**config.mk**
```make
export PLATFORM = sky130hd
export DESIGN_NAME = soc_trace_event_capture
export DESIGN_NICKNAME = d
export VERILOG_FILES = /design/src/rtl/soc_trace_event_capture.sv
export SDC_FILE = /design/constraint.sdc
export NUM_CORES = 1
export LEC_CHECK = 0
export BUFFER_PORTS_ARGS = -buffer_cell sky130_fd_sc_hd__buf_2
export CAP_MARGIN = 20
export CORE_MARGIN = 5
export CORE_UTILIZATION = 57
export CTS_BUF_LIST = sky130_fd_sc_hd__clkbuf_2
export CTS_CLUSTER_SIZE = 10
export DETAILED_ROUTE_END_ITERATION = 10
export PLACE_DENSITY = 0.78
export REMOVE_ABC_BUFFERS = 1
export SLEW_MARGIN = 20
export SYNTH_ARGS = -nofsm -noshare
export SYNTH_HDL_FRONTEND = slang
export SYNTH_SLANG_ARGS = --single-unit
```
**constraint.sdc**
```tcl
create_clock -name clk -period 14.9 [get_ports clk]
set_input_delay 2.235 -clock clk [delete_from_list [all_inputs] [get_ports clk]]
set_output_delay 2.235 -clock clk [all_outputs]
set_load 0.02 [all_outputs]
```
**src/rtl/soc_trace_event_capture.sv**
```systemverilog
// Per-core trace front end: shadows one register, decodes simulation-control NOPs into events, and buffers them in a FIFO.
// Define SOC_TRACE_TIMESTAMP_EN to add a free-running cycle counter and the per-event evt_ts output.
module soc_trace_event_capture #(
    parameter int DEPTH    = 8,
    parameter int R3_INDEX = 3,
    parameter int DROP_W   = 16
) (
    input  logic              clk,
    input  logic              rst,
    input  logic              trace_valid,
    input  logic [31:0]       trace_pc,
    input  logic [31:0]       trace_insn,
    input  logic              trace_wben,
    input  logic [4:0]        trace_wbreg,
    input  logic [31:0]       trace_wbdata,
    output logic              evt_valid,
    input  logic              evt_ready,
    output logic [1:0]        evt_type,
    output logic [31:0]       evt_pc,
    output logic [31:0]       evt_data,
`ifdef SOC_TRACE_TIMESTAMP_EN
    output logic [31:0]       evt_ts,
`endif
    output logic [31:0]       r3,
    output logic [DROP_W-1:0] dropped,
    output logic              terminated,
    output logic [1:0]        dbg_state
);

    localparam int AW = $clog2(DEPTH);
    localparam logic [4:0] R3_SEL = 5'(R3_INDEX);

    typedef enum logic [1:0] {
        ST_RUN   = 2'd0,
        ST_DRAIN = 2'd1,
        ST_DONE  = 2'd2
    } state_t;

    state_t            state_q, state_d;
    logic [AW:0]       wr_ptr, rd_ptr;
    logic [AW-1:0]     wr_idx, rd_idx;
    logic [1:0]        type_mem [DEPTH];
    logic [31:0]       pc_mem   [DEPTH];
    logic [31:0]       data_mem [DEPTH];
    logic [31:0]       shadow_q;
    logic [DROP_W-1:0] dropped_q;
    logic [11:0]       k;
    logic [1:0]        k_type;
    logic              magic, evt_hit, is_exit;
    logic              fifo_empty, fifo_full, push, pop, drop;

    // Decode is gated by RUN so that trace after an exit never reaches the FIFO.
    always_comb begin
        k       = trace_insn[31:20];
        magic   = trace_valid && (trace_insn[19:0] == 20'h00013);
        evt_hit = 1'b0;
        k_type  = 2'd0;
        case (k)
            12'd1: begin evt_hit = magic; k_type = 2'd0; end
            12'd2: begin evt_hit = magic; k_type = 2'd1; end
            12'd4: begin evt_hit = magic; k_type = 2'd2; end
            default: begin evt_hit = 1'b0; k_type = 2'd0; end
        endcase
        evt_hit = evt_hit && (state_q == ST_RUN);
        is_exit = evt_hit && (k == 12'd1);
    end

    // Extra pointer bit distinguishes full from empty when indices are equal.
    assign wr_idx     = wr_ptr[AW-1:0];
    assign rd_idx     = rd_ptr[AW-1:0];
    assign fifo_empty = (wr_ptr == rd_ptr);
    assign fifo_full  = (wr_ptr[AW] != rd_ptr[AW]) && (wr_idx == rd_idx);
    assign pop        = !fifo_empty && evt_ready;
    assign push       = evt_hit && (!fifo_full || pop);
    assign drop       = evt_hit && fifo_full && !pop;

    always_ff @(posedge clk or negedge rst) begin
        if (!rst) begin
            wr_ptr <= '0;
            rd_ptr <= '0;
        end else begin
            if (push) wr_ptr <= wr_ptr + 1'b1;
            if (pop)  rd_ptr <= rd_ptr + 1'b1;
        end
    end

    // Payload storage needs no reset: outputs are masked while the FIFO is empty.
    always_ff @(posedge clk) begin
        if (push) begin
            type_mem[wr_idx] <= k_type;
            pc_mem[wr_idx]   <= trace_pc;
            data_mem[wr_idx] <= shadow_q;
        end
    end

    always_ff @(posedge clk or negedge rst) begin
        if (!rst) begin
            shadow_q <= '0;
        end else if (trace_valid && trace_wben && (trace_wbreg == R3_SEL) && (trace_wbreg != 5'd0)) begin
            shadow_q <= trace_wbdata;
        end
    end

    always_ff @(posedge clk or negedge rst) begin
        if (!rst) begin
            dropped_q <= '0;
        end else if (drop && (dropped_q != {DROP_W{1'b1}})) begin
            dropped_q <= dropped_q + DROP_W'(1);
        end
    end

    always_ff @(posedge clk or negedge rst) begin
        if (!rst) state_q <= ST_RUN;
        else      state_q <= state_d;
    end

    // An exit moves to DRAIN whether or not its FIFO push succeeded.
    always_comb begin
        state_d = state_q;
        case (state_q)
            ST_RUN:   if (is_exit) state_d = ST_DRAIN;
            ST_DRAIN: if (fifo_empty) state_d = ST_DONE;
            ST_DONE:  state_d = ST_DONE;
            default:  state_d = ST_RUN;
        endcase
    end

`ifdef SOC_TRACE_TIMESTAMP_EN
    logic [31:0] ts_cnt;
    logic [31:0] ts_mem [DEPTH];

    always_ff @(posedge clk or negedge rst) begin
        if (!rst) ts_cnt <= '0;
        else      ts_cnt <= ts_cnt + 32'd1;
    end

    always_ff @(posedge clk) begin
        if (push) ts_mem[wr_idx] <= ts_cnt;
    end

    assign evt_ts = fifo_empty ? 32'd0 : ts_mem[rd_idx];
`endif

    assign evt_valid  = !fifo_empty;
    assign evt_type   = fifo_empty ? 2'd0  : type_mem[rd_idx];
    assign evt_pc     = fifo_empty ? 32'd0 : pc_mem[rd_idx];
    assign evt_data   = fifo_empty ? 32'd0 : data_mem[rd_idx];
    assign r3         = shadow_q;
    assign dropped    = dropped_q;
    assign terminated = (state_q == ST_DONE);
    assign dbg_state  = state_q;

endmodule

```
After elaboration in Yosys (flattened, before gate mapping)
Memory sizes are Yosys's and may differ from the RTL's.
Index checks and enable logic that the tools add are counted.
{"block": "classes", "eq_ne": 13, "n_bitwise": 0, "n_reduce_logical": 20, "n_shift": 0, "magnitude_cmp": 0, "mul": 0, "div": 0, "n_mux": 10, "addsub": 3}
{"op": "2-to-1 mux 32 bit", "count": 2}
{"op": "equality test 20 x 5 -> 1 bit (second input constant)", "count": 1}
{"op": "adder 16 x 1 -> 16 bit (second input constant)", "count": 1}
{"op": "inequality test 16 bit (second input constant)", "count": 1}
{"op": "equality test 12 x 1 -> 1 bit (second input constant)", "count": 1}
{"op": "equality test 12 x 2 -> 1 bit (second input constant)", "count": 1}
{"op": "equality test 12 x 3 -> 1 bit (second input constant)", "count": 1}
{"op": "logical AND 1 bit", "count": 12}
{"op": "adder 4 x 1 -> 4 bit (second input constant)", "count": 2}
{"op": "2-to-1 mux 2 bit", "count": 3}
{"op": "one-hot mux 2 bit (3 select lines)", "count": 1}
{"op": "equality test 5 x 2 -> 1 bit (second input constant)", "count": 1}
{"op": "nonzero test 5 bit", "count": 1}
{"op": "equality test 4 bit", "count": 1}
{"op": "inequality test 2 bit (second input constant)", "count": 2}
{"op": "one-hot mux 2 bit (2 select lines)", "count": 1}
{"op": "equality test 3 bit", "count": 1}
{"op": "logical NOT 1 bit", "count": 3}
{"op": "2-to-1 mux 1 bit", "count": 3}
{"op": "OR reduction 3 bit", "count": 1}
{"op": "equality test 2 x 1 -> 1 bit (second input constant)", "count": 1}
{"op": "equality test 2 bit (second input constant)", "count": 1}
{"op": "logical NOT 2 bit", "count": 1}
{"op": "AND reduction 2 bit", "count": 1}
{"op": "2 further kinds", "count": 2}
{"block": "totals", "ram_bits": 528, "word_cells": 54, "register_bits": 58, "latchBits": 0, "romBits": 0, "input_bits": 106, "out_inout_bits": 118, "mem_count": 3}
{"memory": "data_mem", "words": 8, "width": 32, "read_ports": 1, "rd_ports_with_merged_regs": 0, "write_ports": 1, "line": "44", "source": "logic [31:0] data_mem [DEPTH];"}
{"memory": "pc_mem", "words": 8, "width": 32, "read_ports": 1, "rd_ports_with_merged_regs": 0, "write_ports": 1, "line": "43", "source": "logic [31:0] pc_mem [DEPTH];"}
{"memory": "type_mem", "words": 8, "width": 2, "read_ports": 1, "rd_ports_with_merged_regs": 0, "write_ports": 1, "line": "42", "source": "logic [1:0] type_mem [DEPTH];"}

Longest topological paths before layout
Gate-level depths: netlist (run 1).
{"block": "logic_depth", "ltp_word": 7, "mapped_depth": 8, "ltp_nobuf": 8}

Worst setup path before layout (run 1)
Ideal clock, no wire load.
{"block": "synth_timing", "path_type": "input port to flip-flop", "start": "input trace_insn[7]", "end": "memory data_mem[0][0] (enable)", "n_path_buf": 0, "setup_ps": 654, "arrival_time_ps": 9682, "required_ps": 14246, "path_stages": 4, "setup_slack_ps": 4564, "cell_sequence": "or4b_4 > nor4_4 > nand3_1 > nor4_1"}
{"block": "synth_between", "elab_chain_cells": 7}
{"item": "start, declared", "line": "12", "source": "input logic [31:0] trace_insn,"}
{"item": "equality test 20 x 5 -> 1 bit", "line": "55", "source": "magic = trace_valid && (trace_insn[19:0] == 20'h00013);"}
{"item": "logical AND 1 bit", "line": "55"}
{"item": "2-to-1 mux 1 bit", "line": "58", "source": "case (k)"}
{"item": "logical AND 1 bit", "line": "64", "source": "evt_hit = evt_hit && (state_q == ST_RUN);"}
{"item": "logical AND 1 bit", "line": "74", "source": "assign push = evt_hit && (!fifo_full || pop);"}
{"item": "2-to-1 mux 1 bit", "line": "89", "source": "if (push) begin"}
{"item": "2-to-1 mux 1 bit (not written as such)", "line": "92", "source": "data_mem[wr_idx] <= shadow_q;"}
{"item": "end, declared", "line": "44"}
No other way between the ends.

Final worst setup path (run 1)
{"block": "layout_timing", "start": "register rd_ptr[0]", "end": "output evt_pc[7]"}
{"block": "layout_between", "elab_chain_cells": 2, "word_cells_on_any_way": 3, "cone_classes": "eq/ne: 1; mux: 1; memory: 1"}
{"item": "start, declared", "line": "40", "source": "logic [AW:0] wr_ptr, rd_ptr;"}
{"item": "start signal, assigned", "line": "83", "source": "if (pop) rd_ptr <= rd_ptr + 1'b1;"}
{"item": "memory read (8 x 32 bit) / equality test 4 bit (equally long branches)"}
{"item": "2-to-1 mux 32 bit *", "line": "146", "source": "assign evt_pc = fifo_empty ? 32'd0 : pc_mem[rd_idx];"}
{"item": "end, declared", "line": "19", "source": "output logic [31:0] evt_pc,"}
Every way passes the cells marked *; elsewhere a longest branch is shown, timed or not.

==> results of run 1 <==
==> layout by cell type, fill, tap and decap left out, types with 2 or more instances in the layout <==
cell,count
edfxtp_1,528
buf_2,223
clkbuf_2,211
mux4_2,132
nor2_1,76
mux2i_1,66
dfrtp_1,55
mux2_2,36
clkinv_1,27
buf_4,23
xnor2_1,14
xor2_1,11
nand3_1,9
nand4_1,9
nand2_1,7
inv_1,6
nor3_2,6
ha_1,6
clkinvlp_4,6
bufinv_16,5
diode_2,4
nor4b_1,4
nor4_1,3
nor3_1,3
nand2b_1,3
nor2_4,3
inv_6,3
clkinv_2,3
dfrtp_4,3
and3_1,2
a21oi_1,2
clkinv_4,2
==> layer usage <==
layer / up-vias / routed length (um) / global-route usage / share of wire
met1: 5985 / 19000 / 0.291 / 0.42
met2: 393 / 22800 / 0.336 / 0.50
met4: 2 / 579 / 0.0668 / 0.013
li1: 5089 / - / - / -
met3: 55 / 3230 / 0.0590 / 0.071
met5: - / 13 / 0 / 0.00029
==> worst max-delay path by stage <==
stage	startpoint	end	slack (ns)
floorplan	rd_ptr[0]	data_mem[0][0]	2.12
global placement	rd_ptr[0]	evt_pc[7]	9.09
detailed placement	rd_ptr[0]	evt_pc[7]	9.09
CTS	rd_ptr[0]	evt_pc[7]	7.90
global route	rd_ptr[0]	evt_pc[7]	7.65
finish	rd_ptr[0]	evt_pc[7]	8.18
==> through the flow <==
| stage | util | power (mW) |
|---|---|---|
| floorplan | - | 1.90 |
| global placement | 0.618 | 1.95 |
| detailed placement | 0.618 | 1.95 |
| CTS | 0.654 | 3.04 |
| global route | 0.654 | 3.15 |
| finish | 0.654 | 3.00 |
==> cell type report <==
| class | instances | area [um^2] |
|---|---|---|
| diodes | 4 | 10.0 |
| inverters | 6 | 22.5 |
| clock buffers | 211 | 1060 |
| multi-input cells | 413 | 5160 |
| clock inverters | 46 | 355 |
| fillers | 2668 | 13700 |
| flip-flops and latches | 586 | 17300 |
| well taps | 525 | 657 |
| repair buffers | 246 | 1290 |
==> flip-flops by register name, indices dropped and copies added (netlist names) <==
name	cells
data_mem	256
pc_mem	256
r3	32
dropped	16
type_mem	16
rd_ptr	4
wr_ptr	4
dbg_state	2
==> cell families after synthesis <==
kind of cell / synth area share
xor+xnor: 0.00968
flops: 0.765
compound gates: 0.00127
mux: 0.179
buf+inv: 0.0101
fa+ha+maj: 0.00332
simple gates: 0.0319
==> power by group through the flow <==
stage	combinational [mW]	clock [mW]	sequential, mW
5_1_grt	0.0719	1.22	1.85
3_3_place_gp	0.0642	0	1.88
2_1_floorplan	0.0116	0	1.89
3_5_place_dp	0.0667	0	1.89
4_1_cts	0.0671	1.13	1.85
6_report	0.0660	1.09	1.85
==> impl_metrics.env, run 1 <==
export IMPL_dp_hpwl_um=25300
export IMPL_die_x_um=209
export IMPL_synth_commonest_cells="edfxtp_1, mux4_2, nor2_1"
export IMPL_avgSynthCellArea_um2=21.4
export IMPL_end_kind="output port"
export IMPL_grtUsageTotal=0.211
export IMPL_grt_pass1_wl_um=70900
export IMPL_slew_headroom=0.289
export IMPL_cts_buffer_depth=3
export IMPL_wl_per_cell_um=22.4
export IMPL_clock_skew_final_ns=0.0773
export IMPL_wl_um=45600
export IMPL_yosys_warnings=0
export IMPL_rr_worst_depth=8
export IMPL_dieArea_mm2=0.0438
export IMPL_num_vias=11500
export IMPL_design_area_mm2=0.0259
export IMPL_drc=0
export IMPL_io_buffers=223
export IMPL_cts_tree="done"
export IMPL_synth_most_common_cell="edfxtp_1"
export IMPL_fmax_ghz=0.149
export IMPL_drt_pass1_iterations=4
export IMPL_placed_cell_area_mm2=0.0244
export IMPL_crit_chain="buf_4, buf_4, mux4_2, mux2i_1, nor2_1, buf_2"
export IMPL_drt_vias_per_instance=5.66
export IMPL_min_delay_start="dropped[11]"
export IMPL_hold_depth=1
export IMPL_cpMaxStageDelayCell="dfrtp_4"
export IMPL_cts_made_buffers=145
export IMPL_io_pins=224
export IMPL_drive_gt1_frac=0.442
export IMPL_path_buf_inv=3
export IMPL_place_gp_congestion=0.766
export IMPL_num_rows=73
export IMPL_worst_hold_slack_ns=0.503
export IMPL_grt_start_max_net_pins=72
export IMPL_worst_path_most_repeated_cell="buf_4"
export IMPL_clk_pin_slew_ns=0.11
export IMPL_cp_slowest_stage_delay_ns=0.83
export IMPL_r2r_start="dbg_state[1]"
export IMPL_cts_hold_buf=0
export IMPL_vdd_ir_drop_max_v=0.0000641
export IMPL_cts_num_sinks=586
export IMPL_grt_antenna_before_repair=2
export IMPL_hold_end="dropped[11]"
export IMPL_synth_flop_cell="edfxtp_1"
export IMPL_final_cells=2037
export IMPL_maxCapViolCount=0
export IMPL_seq_power_share=0.615
export IMPL_min_delay_path_class="reg2reg"
export IMPL_setup_violations=0
export IMPL_hold_viol_final=0
export IMPL_power_frac_comb=0.022
export IMPL_async_reset_ff_frac=0.0990
export IMPL_root_buffer="clkbuf_2"
export IMPL_pwr_density_cell_mw_per_mm2=116
export IMPL_rsz0062_at_grt="no"
export IMPL_finalMaxSlewViolations=0
export IMPL_cts_max_level=4
export IMPL_required_ns=12.66
export IMPL_place_ws_ns=9.09
export IMPL_insertion_delay_ns=1.07
export IMPL_area_growth_pct=14.3
export IMPL_die_h_um=209
export IMPL_synth_top_area_frac=0.701
export IMPL_yosys_area_top_type="edfxtp_1"
export IMPL_path_delay_family="buffers and inverters"
export IMPL_first_iter_violations=719
export IMPL_synthCells=1056
export IMPL_p_int_mw=2.32
export IMPL_status="finished clean"
export IMPL_synth_distinct_cells=42
export IMPL_antenna_left=0
export IMPL_p_leak_nw=9.12
export IMPL_crit_fanout=41
export IMPL_cp_depth=6
export IMPL_place_inst=1776
export IMPL_crit_type="reg2out"
export IMPL_grt_ovfl_total=0
export IMPL_synth_seq_cells=586
export IMPL_reg2reg_to="pc_mem[6][12]"
export IMPL_setup_slack_ns=8.18
export IMPL_synth_area_top_cells="edfxtp_1, mux4_2, dfrtp_1"
export IMPL_p_sw_frac=0.229
export IMPL_core_area_mm2=0.0395
export IMPL_cts_resized=0
export IMPL_synth_edf_count=528
export IMPL_cts_setup_buffers=0
export IMPL_seq_area_frac_synth=0.765
export IMPL_max_slew_worst_pin_slew_ns=1.07
export IMPL_start_util=0.572
export IMPL_syn_area_mm2=0.0226
export IMPL_r2r_setup_slack_ns=10.96
export IMPL_first_global_vias=12600
export IMPL_nNetsFinal=1510
export IMPL_switchingPower_uw=688
export IMPL_post_route_min_period_ns=6.72
export IMPL_pwr_share_clk=0.363
export IMPL_startpoint_type="register"
export IMPL_critPathArrivalTime_ns=4.49
export IMPL_layout_worst_path_cycle_share=0.451
export IMPL_fin_setup_tns_ns=0
(Power assumes the default switching activity.)
==> inputs of run 2 (changes only) <==
--- a/config.mk
+++ b/config.mk
@@ -5,14 +5,15 @@
 export SDC_FILE = /design/constraint.sdc
 export NUM_CORES = 1
 export LEC_CHECK = 0
+export ABC_AREA = 1
 export BUFFER_PORTS_ARGS = -buffer_cell sky130_fd_sc_hd__buf_2
 export CAP_MARGIN = 20
 export CORE_MARGIN = 5
-export CORE_UTILIZATION = 57
+export CORE_UTILIZATION = 55
 export CTS_BUF_LIST = sky130_fd_sc_hd__clkbuf_2
 export CTS_CLUSTER_SIZE = 10
 export DETAILED_ROUTE_END_ITERATION = 10
-export PLACE_DENSITY = 0.78
+export PLACE_DENSITY = 0.79
 export REMOVE_ABC_BUFFERS = 1
 export SLEW_MARGIN = 20
 export SYNTH_ARGS = -nofsm -noshare
==> constraint.sdc (replaced) <==
create_clock -name clk -period 6.15 [get_ports clk]
set_input_delay 0.9225 -clock clk [delete_from_list [all_inputs] [get_ports clk]]
set_output_delay 0.9225 -clock clk [all_outputs]
set_load 0.02 [all_outputs]
==> run 2 against run 1 <==
First-iteration DRC count increased by 99%. Worst hold slack lost 0.31 ns. Synthesized cell count is 74% higher. Total power rose to 3.8 times the previous value. Final cell count rose by 39%. Clock-buffer cell count up 3. Synthesized area is 4.2% higher.
==> impl_metrics.env, run 2 <==
export IMPL_fillers=3091
export IMPL_first_iter_violations=1430
export IMPL_yosys_warnings=0
export IMPL_required_ns=5.23
export IMPL_wl_per_cell_um=19.7
export IMPL_synth_area_top_cells="edfxtp_1, nor2_1, dfrtp_1"
export IMPL_grt_ovfl_total=0
export IMPL_vdd_ir_drop_max_v=0.000321
export IMPL_nNetsFinal=2292
export IMPL_wl_um=55900
export IMPL_critPathArrivalTime_ns=4.51
export IMPL_area_growth_pct=15.7
export IMPL_p_leak_nw=10.2
export IMPL_synth_seq_cells=586
export IMPL_clock_skew_final_ns=0.0791
export IMPL_min_delay_start="evt_ready"
export IMPL_synth_edf_count=528
export IMPL_num_vias=16200
export IMPL_startpoint_type="register"
export IMPL_path_delay_family="buffers and inverters"
export IMPL_cp_slowest_stage_delay_ns=1.10
export IMPL_crit_type="reg2out"
export IMPL_setup_violations=0
export IMPL_met1_length_um=23100
export IMPL_pwr_share_clk=0.242
export IMPL_min_delay_path_class="in2reg"
export IMPL_cpMaxStageDelayCell="dfrtp_4"
export IMPL_layout_worst_path_cycle_share=0.883
export IMPL_finalMaxSlewViolations=0
export IMPL_cts_buffer_depth=3
export IMPL_hold_viol_final=0
export IMPL_top_layer="met4"
export IMPL_worst_path_most_repeated_cell="nor2_1"
export IMPL_cts_max_level=4
export IMPL_place_gp_congestion=0.833
export IMPL_worst_hold_slack_ns=0.190
export IMPL_p_sw_frac=0.392
export IMPL_pwr_density_cell_mw_per_mm2=413
export IMPL_final_common_cell="nor2_1"
export IMPL_grtUsageTotal=0.235
export IMPL_async_reset_ff_frac=0.0990
export IMPL_drive_gt1_frac=0.234
export IMPL_seq_power_share=0.425
export IMPL_dieArea_mm2=0.0471
export IMPL_fmax_ghz=0.184
export IMPL_synth_most_common_cell="nor2_1"
export IMPL_dp_hpwl_um=30000
export IMPL_io_pins=224
export IMPL_layout_common_cells="nor2_1, edfxtp_1, buf_2"
export IMPL_drt_pass1_iterations=5
export IMPL_setup_slack_ns=0.719
export IMPL_syn_area_mm2=0.0236
export IMPL_place_ws_ns=2.09
export IMPL_num_rows=75
export IMPL_regArea_mm2=0.0173
export IMPL_die_h_um=217
export IMPL_grt_antenna_before_repair=1
export IMPL_rsz0062_at_grt="no"
export IMPL_start_util=0.560
export IMPL_core_area_mm2=0.0421
export IMPL_wl_met3_um=4740
export IMPL_p_int_mw=6.86
export IMPL_antenna_left=0
export IMPL_power_frac_comb=0.333
export IMPL_switchingPower_mw=4.42
export IMPL_synth_flop_cell="edfxtp_1"
export IMPL_maxCapViolCount=0
export IMPL_path_buf_inv=3
export IMPL_end_kind="output port"
export IMPL_crit_fanout=201
export IMPL_grt_pass1_wl_um=86600
export IMPL_synthCells=1840
export IMPL_cts_resized=0
export IMPL_io_buffers=223
export IMPL_drt_vias_per_instance=5.73
export IMPL_max_slew_worst_pin_slew_ns=1.07
export IMPL_drc=0
export IMPL_die_x_um=217
export IMPL_root_buffer="clkbuf_2"
export IMPL_critPathLaunch="rd_ptr[0]"
export IMPL_synth_top_area_frac=0.672
export IMPL_wl_met2_um=27000
export IMPL_synth_commonest_cells="nor2_1, edfxtp_1, o21ai_0"
export IMPL_p_total_mw=11.3
export IMPL_r2r_start="rd_ptr[2]"
export IMPL_status="finished clean"
export IMPL_grt_start_max_net_pins=202
export IMPL_insertion_delay_ns=1.25
export IMPL_cts_tree="done"
export IMPL_multiInputGateArea_mm2=0.00563
export IMPL_synth_distinct_cells=37
export IMPL_clk_pin_slew_ns=0.11
export IMPL_cts_num_sinks=586
export IMPL_avgSynthCellArea_um2=12.8
export IMPL_seq_area_frac_synth=0.734
export IMPL_crit_chain="clkinv_8, buf_12, nor2_1, o32ai_1, nor2_1, nor2_1, buf_2"
export IMPL_post_route_util=0.648
export IMPL_cts_made_buffers=144
export IMPL_slew_headroom=0.284
export IMPL_yosys_area_top_type="edfxtp_1"
export IMPL_post_route_min_period_ns=5.43
export IMPL_first_global_vias=16500
run 2: power by group through the flow:
stage	logic (mW)	clock network [mW]	registers, mW
after floorplan	2.38	0	4.93
after global placement	3.61	0	4.86
final	3.76	2.73	4.79
after detailed placement	3.72	0	4.88
after global routing	4.12	3.02	4.82
after CTS	3.77	2.80	4.79
run 2: kinds of logic (layout without fill, tap and decap cells):
| logic type | Yosys count | after routing | share of synthesized area |
|---|---|---|---|
| buffers and inverters | 160 | 613 | 0.0300 |
| xor gates and xnor gates | 11 | 11 | 0.00472 |
| DFF | 586 | 586 | 0.734 |
| AOI/OAI and AO/OA | 336 | 336 | 0.0923 |
| adders and majority gates | 6 | 6 | 0.00318 |
| muxes | 33 | 33 | 0.0158 |
| and+or+nand+nor | 708 | 708 | 0.120 |
| other | 0 | 2 | 0 |
run 2: through the flow:
| stage | cell area (um^2) | TNS [ns] | instances |
|---|---|---|---|
| 2_1_floorplan | 23000 | -1136.78 | 1724 |
| 3_3_place_gp | 25100 | 0 | 2505 |
| 3_5_place_dp | 25200 | 0 | 2506 |
| 4_1_cts | 27200 | 0 | 2831 |
| 5_1_grt | 27300 | 0 | 2833 |
| 6_report | 27300 | 0 | 2834 |
run 2: worst paths after layout:
check	slack, ns	cells after the start	endpoint
max	0.72	7	evt_data[13]
min	0.19	4	rd_ptr[0]
max reg2reg	2.47	7	pc_mem[5][30]
min reg2reg	0.50	2	dropped[5]
max in group asynchronous	5.11	2	rd_ptr[1]
min in group asynchronous	0.36	2	r3[21]
run 2: layer usage:
layer  vias up  track usage
met5         -            0
met4         0       0.0815
met3        94       0.0696
met2       710        0.380
met1      7974        0.309
li1       7450            -
run 2: tightest hold or removal path, stage by stage:
cell,delay [ns]
buf_2,0.11
inv_1,0.08
nor2_1,0.11
xor2_1,0.13
run 2: timing repair:
action,CTS,global route
setup buffers,0,0
hold buffers,66,0
hold endpoints to repair,347,0
setup endpoints to repair,0,0
run 2: area by class of cell:
cell class,count,share of cell area
timing repair buffer,310,0.0749
clock buffer,214,0.0393
multi-input combinational,1094,0.206
clock inverter,45,0.0133
tap,539,0.0247
antenna,2,0.000183
inverter,44,0.00651
sequential,586,0.635
==> inputs of run 3 (changes only) <==
--- a/config.mk
+++ b/config.mk
@@ -7,12 +7,12 @@
 export LEC_CHECK = 0
 export ABC_AREA = 1
 export BUFFER_PORTS_ARGS = -buffer_cell sky130_fd_sc_hd__buf_2
-export CAP_MARGIN = 20
 export CORE_MARGIN = 5
 export CORE_UTILIZATION = 55
 export CTS_BUF_LIST = sky130_fd_sc_hd__clkbuf_2
 export CTS_CLUSTER_SIZE = 10
 export DETAILED_ROUTE_END_ITERATION = 10
+export GPL_TIMING_DRIVEN = 0
 export PLACE_DENSITY = 0.79
 export REMOVE_ABC_BUFFERS = 1
 export SLEW_MARGIN = 20
==> run 3 against run 2 <==
Worst hold slack worse by 0.064 ns. First-iteration DRC count up 1.7%. Final area up 2.9%. Combinational power up 7.2%. Setup slack worse by 0.012 ns. Wire length down 0.39%. Clock skew up 0.029 ns. Critical path type unchanged. Critical endpoint is now evt_pc[26]. Largest power group unchanged. Highest routed layer unchanged.
==> impl_metrics.env, run 3 (same netlist as run 2, synthesis figures left out) <==
export IMPL_status="finished clean"
export IMPL_area_growth_pct=19.0
export IMPL_first_iter_violations=1454
export IMPL_wl_per_cell_um=19.5
export IMPL_hold_end="r3[27]"
export IMPL_dieArea_mm2=0.0471
export IMPL_final_common_cell="nor2_1"
export IMPL_antenna_left=0
export IMPL_multiInputGateArea_mm2=0.00563
export IMPL_hold_viol_final=0
export IMPL_grt_ovfl_total=0
export IMPL_min_delay_start="trace_wbdata[27]"
export IMPL_io_pins=224
export IMPL_required_ns=5.23
export IMPL_cts_tree="done"
export IMPL_setup_violations=0
export IMPL_die_x_um=217
export IMPL_grt_pass1_wl_um=87500
export IMPL_cts_max_level=4
export IMPL_crit_chain="buf_16, buf_16, inv_8, buf_16, nor2_1, o32ai_1, nor2_1, nor2_1, buf_2"
export IMPL_core_area_mm2=0.0421
export IMPL_root_buffer="clkbuf_2"
export IMPL_drt_vias_per_instance=5.77
export IMPL_grtUsageTotal=0.235
export IMPL_cts_made_buffers=144
export IMPL_maxCapViolCount=0
export IMPL_p_leak_nw=10.5
export IMPL_regArea_mm2=0.0173
export IMPL_dp_hpwl_um=32600
export IMPL_grt_antenna_before_repair=2
export IMPL_cts_num_sinks=586
export IMPL_r2r_setup_slack_ns=2.54
export IMPL_finalMaxSlewViolations=0
export IMPL_crit_fanout=136
export IMPL_cp_slowest_stage_delay_ns=0.77
export IMPL_rsz0062_at_grt="no"
export IMPL_min_delay_path_class="in2reg"
export IMPL_worst_hold_slack_ns=0.126
export IMPL_wl_um=55700
export IMPL_insertion_delay_ns=1.13
export IMPL_layout_worst_path_cycle_share=0.885
export IMPL_cts_setup_buffers=0
export IMPL_rr_worst_depth=10
export IMPL_first_global_vias=16800
export IMPL_grt_start_max_net_pins=137
export IMPL_vdd_ir_drop_max_v=0.000311
export IMPL_startpoint_type="register"
export IMPL_hold_depth=2
export IMPL_clock_skew_final_ns=0.108
export IMPL_layout_common_cells="nor2_1, edfxtp_1, buf_2"
export IMPL_io_buffers=223
export IMPL_drc=0
export IMPL_num_vias=16400
export IMPL_max_slew_worst_pin_slew_ns=0.938
export IMPL_setup_slack_ns=0.707
export IMPL_fillers=2914
export IMPL_reg2reg_to="pc_mem[4][31]"
export IMPL_die_h_um=217
export IMPL_critPathArrivalTime_ns=4.52
export IMPL_nNetsFinal=2309
export IMPL_cts_resized=0
export IMPL_post_route_min_period_ns=5.44
export IMPL_cts_buffer_depth=3
export IMPL_end_kind="output port"
export IMPL_cpMaxStageDelayCell="dfrtp_4"
export IMPL_start_util=0.560
export IMPL_crit_type="reg2out"
export IMPL_slew_headroom=0.370
export IMPL_clk_pin_slew_ns=0.11
export IMPL_place_ws_ns=1.83
export IMPL_place_gp_congestion=0.822
export IMPL_num_rows=75
export IMPL_pwr_density_cell_mw_per_mm2=406
export IMPL_drive_gt1_frac=0.241
export IMPL_r2r_start="rd_ptr[2]"
export IMPL_critPathLaunch="rd_ptr[0]"
export IMPL_fmax_ghz=0.184
export IMPL_drt_pass1_iterations=7
run 3: cell count changes in the layout (fill, tap and decap cells not counted), sizes merged:
cell	delta
clkinvlp	-1
clkinv	-8
inv	+5
buf	+21
dlygate4sd3	-4
clkbuf	+1
run 3: area by class of cell:
type,instances,area share
repair buffers,327,0.102
clock buffers,215,0.0383
inverters,44,0.00633
flip-flops and latches,586,0.617
well taps,539,0.0240
clock inverters,41,0.0121
multi-input cells,1094,0.201
diodes,2,0.000178
run 3: critical path, delay by kind of cell, from the launching register on:
family	cells	cell delay [ns]
simple gates	3	0.39
compound gates	1	0.33
flops	1	0.77
buf+inv	5	1.84
run 3: repair_timing:
action / in CTS / in global routing
hold buffers: 62 / 0
hold endpoints to repair: 320 / 0
setup endpoints to repair: 0 / 0
run 3: how the worst max path moves through the flow:
stage          slack (ns)  cells past startpoint      endpoint
6_report             0.71                      9    evt_pc[26]
5_1_grt              0.31                      9    evt_pc[26]
4_1_cts              0.54                      9    evt_pc[26]
3_5_place_dp         1.83                      9    evt_pc[26]
3_3_place_gp       -10.56                      6  evt_data[30]
2_1_floorplan       -3.16                      5  evt_data[12]
run 3: layer usage:
| metal | vias to the layer above | part of all wire | wire, um | track usage |
|---|---|---|---|---|
| met5 | - | 0 | 0 | 0 |
| met2 | 795 | 0.49 | 27000 | 0.382 |
| met4 | 0 | 0.027 | 1510 | 0.0965 |
| met1 | 8012 | 0.40 | 22300 | 0.310 |
| met3 | 132 | 0.086 | 4790 | 0.0560 |
| li1 | 7501 | - | - | - |
run 3: per-stage QoR:
| stage | std cells | area, um^2 | total power [mW] | TNS [ns] | utilization |
|---|---|---|---|---|---|
| final | 2848 | 28100 | 11.4 | 0 | 0.666 |
| after global routing | 2848 | 28100 | 12.1 | 0 | 0.666 |
| after CTS | 2846 | 28100 | 11.5 | 0 | 0.666 |
| after detailed placement | 2528 | 26000 | 8.72 | 0 | 0.618 |
| after global placement | 2486 | 24800 | 8.63 | -4527.55 | 0.589 |
| after floorplan | 1724 | 23000 | 7.31 | -1136.78 | - |
run 3: power breakdown:
part | switching (mW) | internal, mW
Combinational | 2.69 | 1.34
Clock | 1.49 | 1.22
Sequential | 0.231 | 4.42
Total | 4.41 | 6.98
